File: config.mk
export PLATFORM = sky130hd
export DESIGN_NAME = cv32e40p_rf_wb_arbiter
export DESIGN_NICKNAME = d
export VERILOG_FILES = /design/src/rtl/cv32e40p_rf_wb_arbiter.sv
export SDC_FILE = /design/constraint.sdc
export NUM_CORES = 1
export LEC_CHECK = 0
export CAP_MARGIN = 20
export CORE_MARGIN = 2
export CORE_UTILIZATION = 33
export CTS_BUF_LIST = sky130_fd_sc_hd__clkbuf_8
export CTS_CLUSTER_DIAMETER = 30
export DETAILED_ROUTE_END_ITERATION = 7
export DONT_BUFFER_PORTS = 1
export SLEW_MARGIN = 20
export SYNTH_ARGS = -nofsm -noshare
export SYNTH_HDL_FRONTEND = slang
export SYNTH_SLANG_ARGS = --single-unit
File: constraint.sdc
create_clock -name clk -period 12.2 [get_ports clk]
set_input_delay 3.66 -clock clk [delete_from_list [all_inputs] [get_ports clk]]
set_output_delay 3.66 -clock clk [all_outputs]
set_load 0.01 [all_outputs]
File: src/rtl/cv32e40p_rf_wb_arbiter.sv
// Write-back arbiter: shares the two register file write ports among NUM_REQ sources,
// granting up to two distinct-address writers per cycle in round-robin order.
module cv32e40p_rf_wb_arbiter #(
    parameter int unsigned ADDR_WIDTH = 6,
    parameter int unsigned DATA_WIDTH = 32,
    parameter int unsigned NUM_REQ    = 4
) (
    input  logic                                 clk,
    input  logic                                 rst,
    input  logic [NUM_REQ-1:0]                   req_valid_i,
    input  logic [NUM_REQ-1:0][ADDR_WIDTH-1:0]   req_addr_i,
    input  logic [NUM_REQ-1:0][DATA_WIDTH-1:0]   req_data_i,
    output logic [NUM_REQ-1:0]                   req_ready_o,
    output logic [ADDR_WIDTH-1:0]                waddr_a_o,
    output logic [DATA_WIDTH-1:0]                wdata_a_o,
    output logic                                 we_a_o,
    output logic [ADDR_WIDTH-1:0]                waddr_b_o,
    output logic [DATA_WIDTH-1:0]                wdata_b_o,
    output logic                                 we_b_o,
    output logic [2**ADDR_WIDTH-1:0]             wb_pending_o
);

    localparam int unsigned PTR_W = (NUM_REQ > 1) ? $clog2(NUM_REQ) : 1;

    logic [PTR_W-1:0]       rr_ptr_q, rr_ptr_d;
    logic                   g1Found, g2Found;
    logic [PTR_W-1:0]       g1Idx, g2Idx;

    logic [ADDR_WIDTH-1:0]  waddr_a_q, waddr_b_q;
    logic [DATA_WIDTH-1:0]  wdata_a_q, wdata_b_q;
    logic                   we_a_q, we_b_q;

    function automatic logic [PTR_W-1:0] wrapInc(input logic [PTR_W-1:0] idx);
        if (32'(idx) == NUM_REQ - 1) begin
            return '0;
        end
        return idx + PTR_W'(1);
    endfunction

    // Scan from the pointer; the second grant skips anyone aiming at the first grant's register.
    always_comb begin
        logic [PTR_W-1:0] scanIdx;
        g1Found = 1'b0;
        g2Found = 1'b0;
        g1Idx   = '0;
        g2Idx   = '0;
        scanIdx = rr_ptr_q;
        for (int k = 0; k < int'(NUM_REQ); k++) begin
            if (req_valid_i[scanIdx]) begin
                if (!g1Found) begin
                    g1Found = 1'b1;
                    g1Idx   = scanIdx;
                end else if (!g2Found && (req_addr_i[scanIdx] != req_addr_i[g1Idx])) begin
                    g2Found = 1'b1;
                    g2Idx   = scanIdx;
                end
            end
            scanIdx = wrapInc(scanIdx);
        end
    end

    always_comb begin
        req_ready_o = '0;
        if (g1Found) begin
            req_ready_o[g1Idx] = 1'b1;
        end
        if (g2Found) begin
            req_ready_o[g2Idx] = 1'b1;
        end
    end

    always_comb begin
        rr_ptr_d = rr_ptr_q;
        if (g2Found) begin
            rr_ptr_d = wrapInc(g2Idx);
        end else if (g1Found) begin
            rr_ptr_d = wrapInc(g1Idx);
        end
    end

    // Port B is the register file's priority port, so it always takes the first grant.
    always_ff @(posedge clk) begin
        if (rst) begin
            rr_ptr_q  <= '0;
            waddr_a_q <= '0;
            wdata_a_q <= '0;
            we_a_q    <= 1'b0;
            waddr_b_q <= '0;
            wdata_b_q <= '0;
            we_b_q    <= 1'b0;
        end else begin
            rr_ptr_q <= rr_ptr_d;
            we_b_q   <= 1'b0;
            we_a_q   <= 1'b0;
            if (g1Found) begin
                waddr_b_q <= req_addr_i[g1Idx];
                wdata_b_q <= req_data_i[g1Idx];
                we_b_q    <= (req_addr_i[g1Idx] != '0);
            end
            if (g2Found) begin
                waddr_a_q <= req_addr_i[g2Idx];
                wdata_a_q <= req_data_i[g2Idx];
                we_a_q    <= (req_addr_i[g2Idx] != '0);
            end
        end
    end

    assign waddr_a_o = waddr_a_q;
    assign wdata_a_o = wdata_a_q;
    assign we_a_o    = we_a_q;
    assign waddr_b_o = waddr_b_q;
    assign wdata_b_o = wdata_b_q;
    assign we_b_o    = we_b_q;

    always_comb begin
        wb_pending_o = '0;
        if (we_a_q) begin
            wb_pending_o[waddr_a_q] = 1'b1;
        end
        if (we_b_q) begin
            wb_pending_o[waddr_b_q] = 1'b1;
        end
    end

    noSameAddrWrite : assert property (@(posedge clk) disable iff (rst)
        !(we_a_q && we_b_q && (waddr_a_q == waddr_b_q)));

endmodule

* After elaboration in Yosys (flattened, before gate mapping)
Cells that the tools add are included.
** Operators by class
- $add $sub $neg :: 5
- $lt $le $gt $ge :: 15
- Equal/unequal tests :: 8
- Multiplexer cells :: 89
- Bitwise gates (word level) :: 4
- Reduce and logical (&&, ||, !) cells :: 13
** Operators with widths (count)
- binary-select mux 32 bit (select 2 bit) :: 2
- 2-to-1 mux 64 bit :: 2
- binary-select mux 6 bit (select 2 bit) :: 8
- 2-to-1 mux 32 bit :: 2
- OR 64 bit :: 1
- 2-to-1 mux 2 bit :: 28
- 2-to-1 mux 6 bit :: 8
- 2-to-1 mux 1 bit :: 29
- less-than comparator 2 x 3 -> 1 bit, second input constant :: 9
- inequality test 6 bit :: 3
- less-than comparator 6 x 7 -> 1 bit, second input constant :: 2
- demux 1 bit (select 6 bit) :: 2
- greater-or-equal comparator 6 x 1 -> 1 bit, second input constant :: 2
- nonzero test 6 bit :: 2
- adder 2 x 1 -> 2 bit, second input constant :: 5
- == test 2 bit, second input constant :: 5
- binary-select mux 1 bit (select 2 bit) :: 4
- 2-to-1 mux 4 bit :: 2
- logical AND 1 bit :: 6
- demux 1 bit (select 2 bit) :: 2
- greater-or-equal comparator 2 x 1 -> 1 bit, second input constant :: 2
- OR 4 bit :: 1
- OR reduction 2 bit :: 2
- zero test 1 bit :: 2
- 2 further kinds :: 3
** Storage, ports and cells
- Flip-flop bits (word level) :: 80
- Input bits :: 158
- Output and inout port bits :: 146
- Logic and storage cells :: 141

* Longest topological paths before layout
- Word-level depth :: 25
- Depth in mapped cells :: 19
- Gate-level depth less buffers :: 15

* Least setup slack after synthesis
No wires, ideal clock.
- Path kind :: input-to-output
- Start point :: input req_valid_i[0]
- End point :: output req_ready_o[0]
- Arrival time :: 7331 ps
- Required time :: 8540 ps
- Setup slack :: 1209 ps
- Cell stages on the path :: 16
- Path buffers :: 3
- Cell sequence :: clkbuf_1 -> nand2b_1 -> mux4_2 -> o31ai_2 -> mux2i_1 -> xnor2_1 -> o31ai_1 -> o2111ai_2 -> a31oi_1 -> mux2i_4 -> buf_2 -> clkbuf_1 -> inv_1 -> ha_1 -> inv_1 -> o22ai_1
** Between the ends
- Longest elaborated chain between the ends :: 25
** Ends and longest elaborated chain
- start, declared :: line 10 : input logic [NUM_REQ-1:0] req_valid_i,
- binary-select mux 1 bit (select 2 bit) :: line 49 : if (req_valid_i[scanIdx]) begin
- 2-to-1 mux 1 bit (not written as such) :: line 49
- 2-to-1 mux 2 bit :: line 49
- binary-select mux 6 bit (select 2 bit) :: line 53 : end else if (!g2Found && (req_addr_i[scanIdx] != req_addr_i[g1Idx])) begin
- 2-to-1 mux 6 bit (not written as such) :: line 53
- inequality test 6 bit :: line 53
- 2-to-1 mux 1 bit :: line 53
- 2-to-1 mux 1 bit :: line 50 : if (!g1Found) begin
- [... 9 more ...]
- 2-to-1 mux 2 bit :: line 50
- 2-to-1 mux 2 bit :: line 49
- less-than comparator 2 x 3 -> 1 bit (not written as such) or greater-or-equal comparator 2 x 1 -> 1 bit (tied branches) :: line 68 : req_ready_o[g2Idx] = 1'b1;
- logical AND 1 bit (not written as such) :: line 68
- 2-to-1 mux 1 bit (not written as such) :: line 68
- demux 1 bit (select 2 bit) :: line 68
- OR 4 bit (no line)
- 2-to-1 mux 4 bit * :: line 67 : if (g2Found) begin
- end, declared :: line 13 : output logic [NUM_REQ-1:0] req_ready_o,
Mark *: on every way between the ends. The rest lies on a longest branch, timed or not. The select of a mux whose other input is x is not followed.

* Final worst setup path
- Start point :: input req_valid_i[3]
- End point :: output req_ready_o[1]
The elaborated chain is that of the path after synthesis.

==> impl_metrics.tcl <==
set metrics [dict create \
    fin_skew_ns 0.01463 \
    arrival_ns 7.52 \
    stdcell_area_um2 8328 \
    ys_warn_count 0 \
    power_density_nw_per_um2 396.2 \
    cts_buffers 9 \
    worstHoldEndpoint "wdata_b_o[19]$_SDFFE_PP0N_" \
    regToRegSetupSlack_ns 5.19 \
    startpoint "req_valid_i[3]" \
    synth_ff_type "dfxtp_1" \
    tightest_slew_ns 1.020 \
    utilization 0.3455 \
    antenna_found_initial 0 \
    gr-total-overflow 0 \
    die_x_um 159.9 \
    final_cells 1321 \
    routed_wl_um 30280 \
    drc 0 \
    final.setup.tns_ns 0 \
    critPathKind "input port to output pin" \
    dr_total_vias 8177 \
    synth_top_area_frac 0.1998 \
    synth-edff-count 0 \
    drtAntennaViolNets 0 \
    gp_congestion 0.9197 \
    grt_max_degree 80 \
    postCtsHoldBufs 0 \
    syn_inst 1073 \
    maxSlewViolCount 0 \
    io_pins 304 \
    cap_viol_max_count 0 \
    netlist_top_cells_area "dfxtp_1 (20%), mux2i_1 (11%), nand2_1 (9.5%), mux2_2 (5.5%), o22ai_1 (5.1%)" \
    placed_cell_area_um2 8109 \
    grt_pass1_vias 7880 \
    avgSynthCellArea_um2 7.471 \
    start_kind "input port" \
    n_antenna_cell 0 \
    routedWlPerCell_um 22.92 \
    rsz0062_at_grt "false" \
    min_from "wdata_b_o[19]$_SDFFE_PP0N_" \
    hold_path_depth 2 \
    synthMostInstantiatedCell "nand2_1" \
    clockRootBuffer "clkbuf_8" \
    cts_setup_buffers 0 \
    routed_via_density 6.190 \
    crit_fanout 16 \
    yosysTopAreaCell "dfxtp_1" \
    cts_buffer_depth 2 \
    p_leak_nw 3.248 \
    cp-end-kind "output pin" \
    drive_above_1_share 0.1033 \
    die_area_um2 25560 \
    h-tree-depth 3 \
    die_h_um 159.9 \
    status "finished, final reports clean" \
    dp_hpwl_um 21150 \
    num-fill-cells 2601 \
    drt_iter0_markers 675 \
    cts_resized 0 \
    dp.cells 1305 \
    min_period_over_period 0.9162 \
    synth-async-reset-ratio 0 \
    grt_first_pass_wirelength_um 46550 \
    required_ns 8.54 \
    hold_violations 0 \
    cts_tree "built" \
    worstReg2RegEnd "wdata_a_o[29]$_SDFFE_PP0P_" \
    clkSlewWorstSetupHoldPaths_ns 0.10 \
    io_buffers 0 \
    clock-sinks 80 \
    core_um2 24110 \
    worst_ir_drop_vdd_mv 0.2133 \
    synth_fp_nets 1240 \
    r2r-start "rr_ptr_q[0]$_SDFFE_PP0P_" \
    first_pass_iters 5 \
    area_delta_synth_final_pct 3.886 \
    synthesis.area_um2 8016 \
    hold_path_class "flip-flop to flip-flop" \
    initial_core_util 0.3326 \
    synth_commonest_cells "nand2_1 (202), mux2i_1 (91), nor2_1 (87), dfxtp_1 (80), clkbuf_1 (73)" \
    finalSetupViolCount 0 \
    track_usage 0.2268 \
    r2r_cells 14 \
    clk-insertion-delay-late_ns 0.36 \
    nets 1159 \
    fmax_ghz 0.08947 \
    min_period_ns 11.18 \
    max_slew_margin 0.3203 \
    synth_cell_types 66 \
    yosysSeqAreaShare 0.1998 \
    rows 57 \
    synth-seq-cells 80 \
]
## per-stage QoR
step	total power, mW	hold slack [ns]	worst slack, ns
4_1_cts	3.324	0.5559	1.008
3_5_place_dp	3.095	0.5396	0.9894
2_1_floorplan	2.562	0.5110	1.209
3_3_place_gp	3.048	0.5380	1.068
6_report	3.300	0.5563	1.023
5_1_grt	3.599	0.5780	0.6209
## logic make-up after synthesis
| family | synth area share |
|---|---|
| adder cells (fa/ha/maj) | 0.01405 |
| flip-flops | 0.1998 |
| AO/OA/AOI/OAI | 0.2327 |
| multiplexers | 0.2260 |
| AND/OR/NAND/NOR | 0.2365 |
| XOR/XNOR | 0.02622 |
| buffers and inverters | 0.06477 |
## placed cells by master (no fill, tap or decap), types with 3 or more instances in the layout
cell type   instances
nand2_1           202
mux2i_1            91
nor2_1             85
dfxtp_1            80
o22ai_1            65
a21oi_1            55
o21ai_0            40
mux2_2             39
and3_1             36
a311oi_1           33
a22o_1             32
nand3_1            28
mux4_2             18
inv_1              17
nand3b_1           16
xnor2_1            14
nand2b_1           11
xor2_1             10
buf_4              10
ha_1                9
clkbuf_8            9
nand4_1             8
nor2b_1             6
o32ai_1             5
a211o_1             4
nand4b_1            4
inv_2               3
a22oi_1             3
a21boi_0            3
o311ai_0            3
and4_1              3
clkinvlp_4          3
## metal layers
layer  track usage  part of all wire
met2        0.3782              0.47
met5             0                 0
met3       0.07143              0.10
met4       0.07617             0.026
met1        0.2774              0.40
## critical path: stages
cell and delay (ns):
mux2_1 0.46, mux2i_4 0.24, a211o_1 0.18, a21boi_1 0.74, mux2i_1 0.30, xnor2_1 0.08
nor3_1 0.22, o2111ai_2 0.22, a31oi_1 0.35, mux2i_4 0.55, ha_1 0.24, inv_1 0.05
o22ai_1 0.22
## state kept, by name, indices dropped and copies added (netlist names)
name and count:
waddr_b_o 6, wdata_b_o 32, we_b_o 1, wdata_a_o 32, rr_ptr_q 2, we_a_o 1, waddr_a_o 6
## report_power, final
part | switching [mW] | internal (mW)
Sequential | 0.187 | 0.373
Clock | 0.108 | 0.115
Combinational | 1.50 | 1.02
Total | 1.79 | 1.51
## worst max path at each step
stage	end	slack, ns	cells after the start
final	req_ready_o[1]	1.02	13
after global routing	req_ready_o[2]	0.62	14
after CTS	req_ready_o[2]	1.01	14
after detailed placement	req_ready_o[2]	0.99	14
after global placement	req_ready_o[3]	1.07	13
after floorplan	req_ready_o[0]	1.21	16
## layout make-up
class / instances / area, µm² / share of cell area
clock buffers: 9 / 123.9 / 0.01487
inverters: 19 / 71.32 / 0.008564
flip-flops and latches: 80 / 1602 / 0.1923
repair buffers: 10 / 75.07 / 0.009014
multi-input cells: 872 / 5956 / 0.7151
clock inverters: 7 / 95.09 / 0.01142
well taps: 324 / 405.4 / 0.04868
No activity file was read; power rests on OpenSTA's default activity.
